**src/rtl/clk_period_meter.sv**
```systemverilog
// clk_period_meter: recovers the divide value N of a divided square wave by counting source cycles between its transitions
//   I_CLK      in   1  measurement clock, the divider's source clock
//   I_RST      in   1  synchronous active-high reset
//   I_SIG      in   1  square wave under measurement, may be asynchronous to I_CLK
//   O_N        out 32  last measured N (edge distance - 1), held between measurements
//   O_VALID    out  1  one-cycle pulse when O_N is updated
//   O_LOCK     out  1  high while the last LOCK_CNT+1 measurements were identical
//   O_TIMEOUT  out  1  one-cycle pulse on loss of signal
module clk_period_meter #(
   parameter int unsigned MAX_N    = 1000000,
   parameter int unsigned LOCK_CNT = 4
) (
   input  logic        I_CLK,
   input  logic        I_RST,
   input  logic        I_SIG,
   output logic [31:0] O_N,
   output logic        O_VALID,
   output logic        O_LOCK,
   output logic        O_TIMEOUT
);
   localparam int unsigned    MW     = $clog2(LOCK_CNT + 1);
   localparam logic [31:0]    MAX_C  = 32'(MAX_N);
   localparam logic [MW-1:0]  LOCK_M = MW'(LOCK_CNT);
   typedef enum logic [1:0] {IDLE, MEASURE, LOCKED} state_t;
   state_t        state;
   logic          sync1, sync2, hist, first;
   logic [2:0]    warm;
   logic [31:0]   count;
   logic [MW-1:0] match, match_nx;
   logic          edge_det, timeout;
   // warm masks edges until the history flop holds a genuinely synchronized sample,
   // so a static-high input at reset release is not mistaken for a transition
   always_comb begin
      edge_det = warm[2] && (sync2 != hist);
      timeout  = (state != IDLE) && !edge_det && (count == MAX_C);
      match_nx = (first || count != O_N) ? '0 : (match == LOCK_M) ? match : match + MW'(1);
   end
   always_ff @(posedge I_CLK) begin
      if (I_RST) begin
         sync1     <= 1'b0;
         sync2     <= 1'b0;
         hist      <= 1'b0;
         warm      <= '0;
         first     <= 1'b0;
         count     <= '0;
         match     <= '0;
         state     <= IDLE;
         O_N       <= '0;
         O_VALID   <= 1'b0;
         O_LOCK    <= 1'b0;
         O_TIMEOUT <= 1'b0;
      end else begin
         sync1     <= I_SIG;
         sync2     <= sync1;
         hist      <= sync2;
         warm      <= {warm[1:0], 1'b1};
         O_VALID   <= 1'b0;
         O_TIMEOUT <= 1'b0;
         if (state == IDLE) begin
            count <= '0;
            if (edge_det) begin
               state <= MEASURE;
               first <= 1'b1;
            end
         end else if (edge_det) begin
            // count holds distance-1 here; first marks a measurement with no predecessor to match
            count   <= '0;
            O_N     <= count;
            O_VALID <= 1'b1;
            first   <= 1'b0;
            match   <= match_nx;
            O_LOCK  <= (match_nx == LOCK_M);
            state   <= (match_nx == LOCK_M) ? LOCKED : MEASURE;
         end else if (timeout) begin
            count     <= '0;
            match     <= '0;
            O_N       <= '0;
            O_LOCK    <= 1'b0;
            O_TIMEOUT <= 1'b1;
            state     <= IDLE;
         end else begin
            count <= count + 32'd1;
         end
      end
   end
endmodule

```
**config.mk**
```make
export PLATFORM = sky130hd
export DESIGN_NAME = clk_period_meter
export DESIGN_NICKNAME = d
export VERILOG_FILES = /design/src/rtl/clk_period_meter.sv
export SDC_FILE = /design/constraint.sdc
export NUM_CORES = 1
export LEC_CHECK = 0
export CORE_MARGIN = 4
export CORE_UTILIZATION = 55
export CTS_CLUSTER_SIZE = 28
export DETAILED_ROUTE_END_ITERATION = 8
export GPL_ROUTABILITY_DRIVEN = 0
export PLACE_DENSITY = 0.77
export REMOVE_ABC_BUFFERS = 1
export SYNTH_ARGS = -nofsm -noshare
export SYNTH_HDL_FRONTEND = slang
export SYNTH_SLANG_ARGS = --single-unit
export TNS_END_PERCENT = 1
```
**constraint.sdc**
```tcl
create_clock -name I_CLK -period 6.9 [get_ports I_CLK]
set_input_delay 0.69 -clock I_CLK [delete_from_list [all_inputs] [get_ports I_CLK]]
set_output_delay 0.69 -clock I_CLK [all_outputs]
set_load 0.01 [all_outputs]
```
# After elaboration in Yosys (flattened, before gate mapping)
# Index checks and enable logic that the tools add are counted.
# op_classes
order_cmp,0
addsub,2
div_mod_pow,0
shift,0
eq_ne,6
n_bitwise,1
n_mux,19
multipliers,0
reduce_logical,13
# op_table
cell,n
two-way mux 32 bit,2
"adder 32 x 1 -> 32 bit, second input constant",1
"== test 32 x 20 -> 1 bit, second input constant",1
!= test 32 bit,1
two-way mux 3 bit,4
two-way mux 2 bit,5
two-way mux 1 bit,8
"== test 3 bit, second input constant",2
AND reduction 2 bit,2
nonzero test 2 bit,2
OR reduction 4 bit,1
"adder 3 x 1 -> 3 bit, second input constant",1
logical AND 1 bit,3
OR reduction 3 bit,1
logical NOT 2 bit,1
"!= test 2 bit, second input constant",1
OR reduction 2 bit,1
logical NOT 1 bit,1
logical OR 1 bit,1
!= test 1 bit,1
NOT 1 bit,1
# word_totals
output_inout_bits,35
romBits,0
in_bits,3
ramBits,0
latch_bits,0
word_cells,54
mem_count,0
reg_bits,79

# Logic depth before layout (Yosys ltp)
# Gate-level depths: netlist (run 1).
# logic_depth
ltp_word,8
mapped_depth,11
ltp_nobuf,8

# Least setup slack after synthesis (run 1)
# OpenSTA, ideal clock, no wires.
# synth_timing
path_kind,flip-flop to flip-flop
from,reg count[2]
to,reg O_N[0]
stages_incl_launch_ff,9
slack_ns,4.553
setup_time_ns,0.117
period_less_slack_ns,2.347
t_arrival_ns,2.230
t_required_ns,6.783
path_buffers,3
cell_sequence,dfxtp_1 > buf_6 > or4_1 > or4_1 > o21a_2 > o21a_1 > buf_6 > buf_8 > a22o_1
# synth_between
elab_chain_len,4
# synth_rtl
item,line_no,source
start: declaration,28,logic [31:0] count;
start signal: assignment,82,count <= count + 32'd1;
== test 32 x 20 -> 1 bit,35,timeout = (state != IDLE) && !edge_det && (count == MAX_C);
logical AND 1 bit,35,
nonzero test 2 bit (no line),-,
AND reduction 2 bit (no line),-,
end signal: assignment,68,O_N <= count;
end: declaration,16,"output logic [31:0] O_N,"
# Every way passes these cells.
# A chain may end at the register's enable or synchronous reset.

# Final worst setup path (run 1)
# layout_timing
from,reg count[6]
to,reg count[11]
# layout_between
elab_chain_len,3
elab_cells_between_ends,4
cone_classes,1 x add/sub; 1 x eq/ne; 2 x reduce/logical
# layout_rtl
item
"parallel branches: the longest is 3 deep, another holds adder 32 x 1 -> 32 bit"
# Several ways; the timed one is not identified.

==> summary.txt, run 1 <==
Pin count of the biggest net entering global routing: 32
Initial antenna violation count: 0
ANT cells: 0
Vias: 2546
Post-Synthesis Mean Instance Area: 9.75 µm²
Vias in the first global route: 2414
CP required: 7.10 ns
Ys flop type: dfxtp_1
Post-synth EDFFs: 0
Die area: 7530 µm²
Total internal power: 0.663 mW
Layout cells sized above 1: 7.07%
Final nets: 384
Unique masters post-synth: 40
Crit-path leading delay family: simple AND/OR/NAND/NOR gates
Detailed Routing Iterations Pass 1: 5
TNS Setup: 0 ns
Post-CTS resize count: 0
PD cells: 214 nW/µm²
Crit path launch type: flop
FMAX: 365 MHz
TritonCTS clock tree: yes
Max-cap violations: 0
Tcrit/Tclk final: 39.8%
P_leak: 1.57 nW
Seq pwr share: 54.6%
Core Region: 5960 µm²
Crit-path slowest cell: nand2_1
Async SR Flop Fraction: 0%
Final wirelength: 6780 µm
Critical path capture point type: flop
Sw power: 0.176 mW
Worst min-delay path category: reg2reg
DRT iter0 DRCs: 165
Residual DRC count: 0
Final setup fails: 0
Die X: 86.8 µm
I/O pin count: 38
Crit Path Max Fanout: 31
Post-synthesis instance total: 350
First-pass GRT wire length: 11600 µm
Hold Buf Count CTS: 0
Vias per Instance: 5.57
Root buf cell: clkbuf_8
Synthesis warning total: 0
Slew headroom: 25.2%
Crit path time final: 2.74 ns
Sequential area share after synthesis: 46.4%
CP max stage delay: 0.74 ns
Sw frac: 21.0%
Combinational power share: 1.3%
Fillers: 505
Final Max Slew Viols: 0
Placed Instances: 441
Non-Filler Instances: 457
Clock Tree Buf Depth: 2
Area Overhead vs Synth: 15.1%
PortBufs: 37
Worst-path clk slew: 0.08 ns
Routed Antenna Nets: 0
Site Rows: 28
Unrepaired setup endpoints after global routing: no
Initial core utilization: 57.3%
Sink Count: 79
Clock Power Share: 44.2%
Die Ht: 86.8 µm
Flops & latches, synth: 79
Cell Area, Synth: 3410 µm²
Crit-path cells: or4b_1 -> or4_1 -> o21a_2 -> nand2_1 -> nor2_1
Critical path arrival: 2.94 ns
H-tree depth: 3
CP Buf/Inv Count: 0
Post-DP HPWL: 4730 µm
VDD IR max: 144 µV
Clock latency on the worst-skew pair: 0.35 ns
Worst Tran Pin Value: 1.11 ns
Status: complete, no violations
Post-CTS setup buffer count: 0
Final Hold Fails: 0
Avg WL per Cell: 14.8 µm
Worst Skew: 0.00939 ns
GRT Residual Overflow: 0
CP Class: reg2reg
Power Total: 0.839 mW
GR Util All Layers: 19.7%
CTS Buf Count: 9
## layout make-up
| type | count | area, µm² | area share (%) |
|---|---|---|---|
| clock buffer | 10 | 128 | 3.25 |
| clock inverter | 6 | 85.1 | 2.17 |
| inverter | 6 | 22.5 | 0.573 |
| multi-input combinational | 242 | 1630 | 41.6 |
| sequential | 79 | 1580 | 40.3 |
| tap | 75 | 93.8 | 2.39 |
| timing repair buffer | 39 | 385 | 9.81 |
## layer usage
metal  share of wire (%)  GRT usage, %  vias up
met1                  48          26.5     1212
met4                 2.6          9.92        0
li1                    -             -     1268
met3                 3.6          4.47       12
met2                  45          29.6       54
met5                   0             0        -
## stage by stage
step                      worst slack (ns)  hold WS, ns  util (%)  instance area (µm²)
after floorplan                       3.74        0.414         -                 3230
after CTS                             4.13        0.444      66.0                 3930
after detailed placement              4.14        0.424      62.4                 3720
after global routing                  3.95        0.471      66.0                 3930
after global placement                4.18        0.417      62.4                 3720
final                                 4.16        0.440      66.0                 3930
## cell families after synthesis
logic type                 count (synthesis)  share of synthesized area, %
AOI/OAI and AO/OA                         47                          11.0
xor gates and xnor gates                  62                          15.9
adders and majority gates                  4                          1.47
buffers and inverters                     29                          5.94
DFF                                       79                          46.4
muxes                                      1                         0.330
and+or+nand+nor                          128                          19.0
## placed cells by master (no fill, tap or decap), drive strengths merged, types with 6 or more instances in the layout
| cell type | n |
|---|---|
| dfxtp | 79 |
| xor2 | 57 |
| nor2 | 42 |
| clkdlybuf4s50 | 37 |
| a22o | 32 |
| nand2 | 19 |
| nand3 | 14 |
| nor4 | 12 |
| nand4 | 10 |
| clkbuf | 10 |
| inv | 6 |
| a21oi | 6 |
| nor3 | 6 |
## worst register-to-register path, stage by stage, from the launching register on
cell and delay [ns]:
dfxtp_1 0.47, or4b_1 0.45, or4_1 0.55, o21a_2 0.25, nand2_1 0.74, nor2_1 0.13
## synthesized netlist by cell type, drive strengths merged, types with 2 or more instances
| cell | number | area share (%) |
|---|---|---|
| a21oi | 6 | 0.88 |
| xor2 | 57 | 15 |
| clkbuf | 8 | 0.95 |
| nor3 | 6 | 0.88 |
| nand3 | 14 | 2.1 |
| ha | 4 | 1.5 |
| a22o | 32 | 8.3 |
| nor2 | 42 | 4.6 |
| nand2 | 19 | 2.1 |
| nor4 | 12 | 2.2 |
| xnor2 | 5 | 1.3 |
| and3 | 5 | 0.99 |
| dfxtp | 79 | 46 |
| nand4 | 10 | 1.8 |
| inv | 6 | 0.66 |
| a31oi | 2 | 0.37 |
| or4 | 2 | 0.44 |
| buf | 15 | 4.3 |
| and2 | 3 | 0.55 |
| and4 | 2 | 0.51 |
| nor2b | 5 | 0.92 |
| o21ai | 3 | 0.44 |
| nor4b | 3 | 0.77 |
| o21a | 2 | 0.48 |
## power by group through the flow
stage / clock, mW / combinational [mW] / sequential, mW
floorplan: 0 / 0.00587 / 0.469
global placement: 0 / 0.0105 / 0.469
detailed placement: 0 / 0.0107 / 0.469
CTS: 0.378 / 0.0107 / 0.458
global route: 0.398 / 0.0118 / 0.458
finish: 0.370 / 0.0106 / 0.458
## flip-flops by register name, summed over array words and instances, names as in the netlist
register and count:
sync1 1, O_TIMEOUT 1, O_VALID 1, match 3, warm 3, count 32
sync2 1, state 2, O_N 32, O_LOCK 1, first 1, hist 1
## path summary, 6_finish.rpt
kind / slack (ns) / to / cells past startpoint / start
worst max-delay path: 4.16 / count[11] / 5 / count[6]
worst max register to register: 4.16 / count[11] / 5 / count[6]
worst min-delay path: 0.44 / warm[2] / 1 / warm[1]
worst min register to register: 0.44 / warm[2] / 1 / warm[1]
Power figures use the tool's default switching activity.
==> inputs of run 2 (changes only) <==
Clock period 6.9 ns to 2.8 ns, I/O delays scaled along.
==> run 2 against run 1 <==
Worst hold slack improved by 0.0049 ns. Sequential power rose by 150%. Die area did not move. Flip-flop and latch count did not move. Register-to-register slack got worse by 4.0 ns. First-iteration DRC count fell by 25%. Global-route usage rose by 0.93 points. Setup slack got worse by 4.0 ns. Maximum frequency rose by 3.7%. Routed wire length rose by 6.0%. Largest power group unchanged.
==> summary.txt, run 2 (synthesis results as in run 1) <==
Hold endpoint: sync2
Post-DP Area: 3840 µm² (+3.4%)
DRT iter0 DRCs: 123 (-25%)
I/O pin count: 38 (unchanged)
TNS Setup: 0 ns (unchanged)
CP Class: reg2reg
PortBufs: 37 (unchanged)
Vias: 2595 (+1.9%)
Critical path capture point type: flop
Vias in the first global route: 2425 (+0.46%)
Setup crit start: count[4]
Unrepaired setup endpoints after global routing: no
Worst min-delay path category: reg2reg
Layout cells sized above 1: 10.4% (+3.3 points)
TritonCTS clock tree: yes
Reg2reg end: O_N[29]
Tcrit/Tclk final: 94.5% (+55 points)
Final Core Density: 67.2% (+1.3 points)
Pre-CTS WS: 0.215 ns (-3.92 ns)
Worst r2r path cells: 6 (+1)
Crit path time final: 2.65 ns (-0.0973 ns)
Site Rows: 28 (unchanged)
Final wirelength: 7180 µm (+6.0%)
P_leak: 1.64 nW (+4.1%)
Avg WL per Cell: 15.2 µm (+2.8%)
Area Overhead vs Synth: 17.4%
Final setup fails: 0 (unchanged)
Die Ht: 86.8 µm (unchanged)
Crit path launch type: flop
Crit Path Max Fanout: 25 (-19%)
Die area: 7530 µm² (unchanged)
Slew headroom: 66.7% (+42 points)
ANT cells: 0 (unchanged)
PD cells: 472 nW/µm² (+120%)
CTS Buf Count: 9 (unchanged)
Sink Count: 79 (unchanged)
Core Region: 5960 µm² (unchanged)
Final Max Slew Viols: 0 (unchanged)
Root buf cell: clkbuf_8
Hold Crit Start: sync1
VDD IR max: 419 µV (+190%)
Worst Skew: 0.00499 ns (-0.00440 ns)
CP required: 3.05 ns (-4.05 ns)
GR Util All Layers: 20.6% (+0.93 points)
FMAX: 378 MHz (+3.7%)
Worst Hold Path Cells: 1 (unchanged)
Fillers: 498 (-1.4%)
Post-DP HPWL: 5040 µm (+6.4%)
Pin count of the biggest net entering global routing: 26 (-19%)
Setup WS post-layout: 0.154 ns (-4.00 ns)
Die X: 86.8 µm (unchanged)
GRT Residual Overflow: 0 (unchanged)
Initial antenna violation count: 0 (unchanged)
First-pass GRT wire length: 11900 µm (+3.1%)
Most common cell after layout, fill and taps aside: dfxtp_1
Max-cap violations: 0 (unchanged)
Clock Tree Buf Depth: 2 (unchanged)
Residual DRC count: 0 (unchanged)
Crit Reg-Reg Startpoint: count[4]
Initial core utilization: 57.3% (unchanged)
Worst-path clk slew: 0.08 ns (about the same)
Post-CTS resize count: 0 (unchanged)
Critical path arrival: 2.89 ns (-0.05 ns)
Final nets: 399 (+3.9%)
Commonest non-fill, non-tap cells in the layout: 79 x dfxtp_1, 57 x xor2_1, 42 x nor2_1, 37 x clkdlybuf4s50_1, 29 x a22o_1
Largest regs: O_N: 32 flops, count: 32 flops
Clock latency on the worst-skew pair: 0.35 ns (about the same)
Detailed Routing Iterations Pass 1: 4 (-1)
Hold Buf Count CTS: 0 (unchanged)
Worst Tran Pin Value: 0.498 ns (-0.609 ns)
Post-CTS setup buffer count: 0 (unchanged)
Vias per Instance: 5.51 (-1.1%)
Non-Filler Cell Area, Final: 4010 µm² (+1.9%)
Flop-to-flop setup slack: 0.15 ns (-4.00 ns)
Final Hold Fails: 0 (unchanged)
Routed Antenna Nets: 0 (unchanged)
H-tree depth: 3 (unchanged)
Status: complete, no violations
[run 2: cell count changes in the layout (fill, tap and decap cells not counted)]
cell        delta
buf_4         +14
buf_12         +1
clkinvlp_4     -1
clkinv_2       +1
bufinv_16      -2
clkbuf_8       +1
[run 2: power breakdown]
| group | total [mW] | leakage, nW | switching, mW | internal, mW |
|---|---|---|---|---|
| combinational | 0.0317 | 0.914 | 0.0193 | 0.0124 |
| sequential | 1.13 | 0.637 | 0.00146 | 1.13 |
| clock | 0.732 | 0.0850 | 0.396 | 0.337 |
[run 2: per-layer routing]
metal | wire length (µm) | vias to the layer above | GRT usage (%)
li1 | - | 1295 | -
met1 | 3320 | 1217 | 26.4
met2 | 3350 | 70 | 33.1
met3 | 418 | 13 | 7.22
met4 | 102 | 0 | 5.81
met5 | 0 | - | 0
[run 2: area by class of cell]
class	instances	area [µm²]	area share (%)
Timing Repair Buffer	54	510	12.7
Tap cell	75	93.8	2.34
Clock buffer	11	141	3.53
Sequential cell	79	1580	39.5
Inverter	6	22.5	0.562
Clock inverter	4	22.5	0.562
Multi-Input combinational cell	242	1630	40.8
[run 2: per-stage QoR]
stage / cells / hold slack (ns) / total power, mW
after floorplan: 327 / 0.349 / 1.17
after global placement: 456 / 0.416 / 1.19
after detailed placement: 456 / 0.430 / 1.19
after CTS: 471 / 0.446 / 1.91
after global routing: 471 / 0.456 / 1.97
final: 471 / 0.444 / 1.89
[run 2: worst max path at each step]
stage / endpoint / slack, ns / cells past startpoint
floorplan: match[0] / -0.20 / 5
global placement: O_N[29] / 0.24 / 6
detailed placement: O_N[29] / 0.21 / 6
CTS: O_N[28] / 0.18 / 6
global route: O_N[29] / 0.06 / 6
finish: O_N[29] / 0.15 / 6
[run 2: worst max-delay path: stages (launching register included)]
cell and delay [ns]:
dfxtp_1 0.37, or4_1 0.54, or4_1 0.58, o21a_2 0.26, o21a_1 0.34, buf_12 0.24, a22o_2 0.21
==> inputs of run 3 (changes only) <==
Settings changed: CORE_MARGIN 4 to 2.
==> run 3 against run 2 <==
Clock skew barely moved. Worst hold slack got worse by 0.0010 ns. Via count rose by 0.89%. Setup slack improved by 0.14 ns. Sequential share of layout area rose by 0.25 points. Critical path depth rose by 1. Final cell count fell by 1.7%. Non-clock buffer count fell by 8. Power rose by 9.1%. First-iteration DRC count rose by 23%. Register-to-register slack improved by 0.14 ns.
==> summary.txt, run 3 (synthesis results as in run 1) <==
CP required: 3.04 ns (about the same)
Residual DRC count: 0 (unchanged)
Post-DP HPWL: 4900 µm (-2.8%)
Final Hold Fails: 0 (unchanged)
Vias: 2618 (+0.89%)
Vias per Instance: 5.65 (+2.6%)
PD cells: 519 nW/µm² (+9.8%)
Pin count of the biggest net entering global routing: 38 (+46%)
Critical path capture point type: flop
Worst Tran Pin Value: 0.602 ns (+0.104 ns)
Final setup fails: 0 (unchanged)
Sink Count: 79 (unchanged)
Worst Hold Path Cells: 1 (unchanged)
Hold Buf Count CTS: 0 (unchanged)
PortBufs: 37 (unchanged)
Slew headroom: 59.7% (-6.9 points)
CTS Buf Count: 9 (unchanged)
Area Overhead vs Synth: 16.6%
I/O pin count: 38 (unchanged)
Site Rows: 28 (unchanged)
Initial core utilization: 57.3% (unchanged)
Critical path arrival: 2.74 ns (-0.15 ns)
Tcrit/Tclk final: 89.4% (-5.0 points)
Crit Path Max Fanout: 13 (-48%)
Pre-CTS WS: 0.300 ns (+0.0850 ns)
Core Region: 5960 µm² (unchanged)
Die area: 6850 µm² (-9.0%)
Setup WS post-layout: 0.295 ns (+0.141 ns)
Final Max Slew Viols: 0 (unchanged)
Root buf cell: clkbuf_8
Die Ht: 82.8 µm (-4.6%)
Status: complete, no violations
Max-cap violations: 0 (unchanged)
Detailed Routing Iterations Pass 1: 4 (unchanged)
Crit path launch type: flop
Post-DP Area: 3770 µm² (-1.9%)
Final Core Density: 66.8% (-0.42 points)
Reg2reg end: match[0]
Flop-to-flop setup slack: 0.30 ns (+0.14 ns)
TritonCTS clock tree: yes
Post-CTS resize count: 0 (unchanged)
Power Total: 2.07 mW (+9.1%)
Crit path time final: 2.50 ns (-0.141 ns)
Setup crit start: count[2]
First-pass GRT wire length: 11500 µm (-3.8%)
ANT cells: 0 (unchanged)
Avg WL per Cell: 15.4 µm (+1.1%)
GR Util All Layers: 22.7% (+2.1 points)
Crit path to: match[0]
FMAX: 399 MHz (+5.6%)
Layout cells sized above 1: 8.51% (-1.8 points)
Final nets: 391 (-2.0%)
Largest regs: O_N: 32 flops, count: 32 flops
Die X: 82.8 µm (-4.6%)
Worst Skew: 0.00546 ns (+0.000472 ns)
GRT Residual Overflow: 0 (unchanged)
H-tree depth: 3 (unchanged)
Most common cell after layout, fill and taps aside: dfxtp_1
Routed Antenna Nets: 0 (unchanged)
Worst r2r path cells: 7 (+1)
Crit Reg-Reg Startpoint: count[2]
Non-Filler Cell Area, Final: 3980 µm² (-0.62%)
Clock Tree Buf Depth: 2 (unchanged)
VDD IR max: 285 µV (-32%)
Post-CTS setup buffer count: 0 (unchanged)
Worst-path clk slew: 0.07 ns (about the same)
DRT iter0 DRCs: 151 (+23%)
Initial antenna violation count: 0 (unchanged)
Worst min-delay path category: reg2reg
P_leak: 1.61 nW (-1.4%)
Unrepaired setup endpoints after global routing: no
Commonest non-fill, non-tap cells in the layout: 79 x dfxtp_1, 57 x xor2_1, 42 x nor2_1, 37 x clkdlybuf4s50_1, 29 x a22o_1
Clock latency on the worst-skew pair: 0.35 ns (about the same)
Final wirelength: 7140 µm (-0.61%)
Vias in the first global route: 2453 (+1.2%)
CP Class: reg2reg
Hold_ws: 0.443 ns (-0.00102 ns)
## run 3: cell count changes in the layout (fill, tap and decap cells not counted), sizes merged
cell,before,now
buf,17,9
bufinv,0,2
clkinv,3,2
clkinvlp,1,0
## run 3: layout make-up
cell class	count	area, µm²
fill	492	1980
tap	75	93.8
clock buffer	11	141
clock inverter	4	70.1
inverter	6	22.5
multi-input combinational	242	1630
sequential	79	1580
timing repair buffer	46	438
## run 3: worst min-delay path by stage
stage,startpoint,endpoint
3_3_place_gp,sync1,sync2
5_1_grt,warm[1],warm[2]
3_5_place_dp,sync1,sync2
4_1_cts,sync1,sync2
2_1_floorplan,I_RST,first
6_report,sync1,sync2
## run 3: metrics by stage
stage	TNS, ns	cells
floorplan	-2.71	327
global placement	0	448
detailed placement	0	448
CTS	0	463
global route	0	463
finish	0	463
## run 3: worst max-delay path, stage by stage (launching register included)
cell and delay [ns]:
dfxtp_1 0.40, or4_1 0.53, or4_1 0.57, o21a_2 0.26
o21a_1 0.19, buf_4 0.18, a41oi_1 0.17, o21ai_0 0.09
## run 3: per-layer routing
layer  track usage [%]  wire length (µm)
met1              28.7              3330
met2              35.2              3230
met3              5.76               299
met4              12.8               275
met5                 0                 0
## run 3: power breakdown
part           switching, mW  internal, mW  total, mW
registers            0.00180          1.13       1.13
clock network          0.389         0.519      0.908
logic                 0.0183        0.0102     0.0285
total                  0.409          1.66       2.07
==> variant 1, RTL diff (flow settings as in run 3) <==
Put one more register stage on the output `O_N`, with the module's reset. The value now appears one clock later. The other outputs are not delayed to match. Comments in the files are not updated.
--- a/src/rtl/clk_period_meter.sv
+++ b/src/rtl/clk_period_meter.sv
@@ -23,4 +23,6 @@
    localparam logic [MW-1:0]  LOCK_M = MW'(LOCK_CNT);
    typedef enum logic [1:0] {IDLE, MEASURE, LOCKED} state_t;
+
+   logic [31:0] O_N_s0;
    state_t        state;
    logic          sync1, sync2, hist, first;
@@ -34,5 +36,5 @@
       edge_det = warm[2] && (sync2 != hist);
       timeout  = (state != IDLE) && !edge_det && (count == MAX_C);
-      match_nx = (first || count != O_N) ? '0 : (match == LOCK_M) ? match : match + MW'(1);
+      match_nx = (first || count != O_N_s0) ? '0 : (match == LOCK_M) ? match : match + MW'(1);
    end
    always_ff @(posedge I_CLK) begin
@@ -46,5 +48,5 @@
          match     <= '0;
          state     <= IDLE;
-         O_N       <= '0;
+         O_N_s0    <= '0;
          O_VALID   <= 1'b0;
          O_LOCK    <= 1'b0;
@@ -66,5 +68,5 @@
             // count holds distance-1 here; first marks a measurement with no predecessor to match
             count   <= '0;
-            O_N     <= count;
+            O_N_s0  <= count;
             O_VALID <= 1'b1;
             first   <= 1'b0;
@@ -75,5 +77,5 @@
             count     <= '0;
             match     <= '0;
-            O_N       <= '0;
+            O_N_s0    <= '0;
             O_LOCK    <= 1'b0;
             O_TIMEOUT <= 1'b1;
@@ -84,4 +86,12 @@
       end
    end
+   always_ff @(posedge I_CLK) begin
+      if (I_RST) begin
+         O_N <= '0;
+      end else begin
+         O_N <= O_N_s0;
+      end
+   end
+
 endmodule
 
Formal check against the unedited RTL: not equivalent (a bounded check fails within 10 cycles, from zero or initial values and one cycle with I_RST high).
==> variant 1 against run 3 <==
Non-clock buffer count stayed put; area after synthesis is 26% higher; global-route usage is 2.7 points lower; design area is 23% higher; count of clock-buffer cells in the layout is 1 lower; via count is 14% higher; routed wire length is 12% higher; worst setup slack better by 0.29 ns; hold slack better by 0.0026 ns; sequential share of layout area is 5.7 points higher; sequential cell count is 32 higher; synthesized cell count is 22% higher; total power is 22% higher.
==> variant 1: results (changes against run 3) <==
stage;metric;value;unit;change
place;dpl.hpwl;5.498;mm;+12%
worst_setup_path;slowest_delay;0.40;ns;-0.17 ns
global_routing;grt_max_degree;35;;-7.9%
power_and_ir_drop;power_leakage;1.755;nW;+8.8%
worst_setup_path;crit_fanout;32;;+19
worst_setup_path;r2r_setup_slack;0.58;ns;+0.29 ns
worst_setup_path;crit_path_top_delay_cell;dfxtp_1;;
global_routing;grt_pass1_vias;2812;;+15%
clock_network;clk_pin_slew_worst_paths;0.10;ns;+0.03 ns
worst_setup_path;arrival;2.48;ns;-0.26 ns
yosys;synth_mux_area_share;0;%;-0.33 points
yosys;synthAdderAreaFrac;1.162;%;-0.31 points
yosys;yosysSeqAreaShare;51.58;%;+5.2 points
yosys;synth_area_leaders;dfxtp_1 (52%), xnor2_1 (7.7%), a22o_1 (6.5%);;
worst_setup_path;cp_top_family;simple AND/OR/NAND/NOR gates;;
yosys;synth_commonest_cells;dfxtp_1 (111), xnor2_1 (38), nor2b_1 (37);;
detailed_routing;num_vias;2984;;+14%
place;placed_area;4707;sq um;+25%
yosys;async_flop_share;0;%;unchanged
yosys;synth-compound-area-share;9.556;%;-1.4 points
timing;fin_skew;0.01004;ns;+0.004581 ns
global_routing;track_usage;20.04;%;-2.7 points
clock_network;clock_latency;0.37;ns;+0.02 ns
cells_and_area;layout.nets;457;;+17%
detailed_routing;drtIter0Drc;120;;-21%
timing;tightest_slew;0.6647;ns;+0.06293 ns
yosys;synth_cell_type_count;39;;-2.5%
power_and_ir_drop;peakVddDrop;0.2420;mV;-15%
detailed_routing;finalWirelength;7.971;mm;+12%
global_routing;grt_pass1_wl;13.54;mm;+18%
status;status;finished clean;;
variant 1: report_power, final:
part	total [W]	switching, W	internal [W]
Clock	0.000890	0.000539	0.000351
Sequential	0.00158	0.00000168	0.00158
Combinational	0.0000370	0.0000260	0.0000109
Total	0.00251	0.000567	0.00194
variant 1: routing by layer:
metal	up-vias	global-route usage, %	wire length (um)
met4	0	7.836	110
met3	9	3.255	425
li1	1498	-	-
met1	1399	27.32	3787
met2	78	31.93	3647
met5	-	0	0
variant 1: kinds of logic after synthesis:
family | count (synthesis)
compound gates | 48
xor+xnor | 63
fa+ha+maj | 4
buf+inv | 44
flops | 111
simple gates | 157
variant 1: path summary, 6_finish.rpt:
check             startpoint         to  cells past startpoint
hold reg to reg      warm[1]    warm[2]                      1
hold / removal       warm[1]    warm[2]                      1
setup / recovery    count[0]  count[25]                      8
setup reg to reg    count[0]  count[25]                      8
variant 1: final cells by class:
| type | count | area, sq um |
|---|---|---|
| clock buffer | 10 | 137.6 |
| fill | 609 | 2756 |
| timing repair buffer | 46 | 437.9 |
| multi-input combinational | 272 | 1882 |
| inverter | 10 | 37.54 |
| tap | 102 | 127.6 |
| sequential | 111 | 2222 |
| clock inverter | 6 | 46.29 |
variant 1: per-stage QoR:
stage,util [%],setup WS (ns),hold WS [ns],std cells
3_5_place_dp,61.55,0.5836,0.4253,541
5_1_grt,63.96,0.4095,0.4592,557
4_1_cts,63.96,0.5493,0.4507,557
3_3_place_gp,61.55,0.7200,0.4178,541
2_1_floorplan,-,0.5737,0.3516,393
6_report,63.96,0.5821,0.4460,557
==> variant 2, RTL diff (settings of run 3) <==
Made on the original files. `LOCK_CNT`: 4 -> 8.
--- a/src/rtl/clk_period_meter.sv
+++ b/src/rtl/clk_period_meter.sv
@@ -9,5 +9,5 @@
 module clk_period_meter #(
    parameter int unsigned MAX_N    = 1000000,
-   parameter int unsigned LOCK_CNT = 4
+   parameter int unsigned LOCK_CNT = 8
 ) (
    input  logic        I_CLK,
Check against the original RTL: not equivalent (Yosys sat finds a counterexample within 10 cycles, from zero or initial values and one cycle with I_RST high).
==> variant 2 against run 3 <==
Sequential cell count up 1; synthesized cell count up 7.4%; total power down 1.2%; design area up 2.8%; critical path depth up 1; area after synthesis up 2.9%; clock power down 4.8%; combinational power up 12%; worst setup slack better by 0.27 ns; routed wire length up 10%; fmax up 12%; count of clock-buffer cells in the layout down 1; critical path type unchanged.
==> variant 2: results (changes against run 3) <==
stage;metric;value;unit;change
status;status;finished clean;;
cells_and_area;layout.nets;411;;+5.1%
yosys;synth_commonest_cells;dfxtp_1 (80), xor2_1 (44), nor2_1 (34);;
global_routing;use_met2;36.95;%;+1.8 points
timing;whs;0.4510;ns;+0.007591 ns
worst_setup_path;r2r_cells;8;;+1
worst_setup_path;crit_start;count[0];;
timing;timing.final.crit_share;79.89;%;-9.6 points
clock_network;root_buffer;clkbuf_8;;
cells_and_area;design_area;4091;sq um;+2.8%
global_routing;grt_max_degree;34;;-11%
place;placed_area;3886;sq um;+3.1%
global_routing;grt_use_met1;29.98;%;+1.2 points
timing;slew-limit-headroom;65.70;%;+6.0 points
power_and_ir_drop;p_clk;0.000864;W;-4.8%
yosys;yosysSeqAreaShare;45.62;%;-0.73 points
worst_setup_path;worstReg2RegEnd;O_N[2];;
global_routing;gr-usage-met3;8.210;%;+2.4 points
min_path;worstHoldEndpoint;warm[2];;
min_path;hold_start;warm[1];;
place;portBuffers;37;;unchanged
power_and_ir_drop;p_seq_share;56.1;%;+1.4 points
detailed_routing;finalWirelength;7.853;mm;+10%
timing;hold_viol_final;0;;unchanged
timing;final_max_slew_viol_count;0;;unchanged
detailed_routing;dr_wl_met2;3.677;mm;+14%
global_routing;track_usage;23.64;%;+0.95 points
global_routing;grt_pass1_vias;2704;;+10%
detailed_routing;m1WireLength;3.503;mm;+5.2%
place;dpl.hpwl;5.488;mm;+12%
cells_and_area;top_regs;O_N: 32 flops, count: 32 flops, match: 4 flops;;
detailed_routing;drtIter0Drc;177;;+17%
detailed_routing;met3_length;477;um;+60%
worst_setup_path;crit_fanout;24;;+11
yosys;synth_area_leaders;dfxtp_1 (46%), xor2_1 (11%), a22o_1 (7.7%);;
global_routing;grt_pass1_wl;13.25;mm;+15%
cells_and_area;filler_cell_count;541;;+10%
timing;fin_skew;0.01081;ns;+0.005349 ns
power_and_ir_drop;power_switching;0.0004487;W;+9.7%
place;dp_slack;0.5617;ns;+0.2618 ns
clock_network;postCtsSetupBuffers;0;;unchanged
place;dp_cells;470;;+4.9%
worst_setup_path;arrival;2.54;ns;-0.20 ns
power_and_ir_drop;clkPwrFrac;42.4;%;-1.6 points
yosys;async_flop_share;0;%;unchanged
power_and_ir_drop;power_leakage;1.642;nW;+1.8%
detailed_routing;viasPerCell;5.753;;+1.7%
cells_and_area;num_antenna_cells;0;;unchanged
yosys;synth_cell_type_count;37;;-7.5%
yosys;syn_avg_cell_area;9.337;sq um;-4.2%
detailed_routing;num_vias;2796;;+6.8%
cells_and_area;drive_above_1_share;7.090;%;-1.4 points
power_and_ir_drop;peakVddDrop;0.4738;mV;+66%
[variant 2: final cells by class]
class,count,area share (%)
inverter,9,0.8257
tap,77,2.355
clock inverter,6,1.651
multi-input combinational,262,42.69
clock buffer,10,3.364
sequential,80,39.14
timing repair buffer,42,9.969
[variant 2: worst max-delay path by stage]
stage and end:
2_1_floorplan O_N[2], 3_3_place_gp match[2], 3_5_place_dp match[2], 4_1_cts match[2], 5_1_grt count[26], 6_report O_N[2]
[variant 2: worst max-delay path: stages (launching register included)]
cell     delay [ns]
dfxtp_1        0.45
inv_1          0.07
ha_1           0.21
nor4b_1        0.15
and4_1         0.23
a21oi_1        0.39
o21a_1         0.19
buf_4          0.29
a22o_2         0.19
[variant 2: kinds of logic after synthesis]
logic type               Yosys count  share of synthesized area [%]
AO/OA/AOI/OAI                     64                          13.36
XOR/XNOR                          56                          13.97
adder cells (fa/ha/maj)            4                          1.426
buffers and inverters             34                          4.775
flip-flops                        80                          45.62
AND/OR/NAND/NOR                  138                          20.85
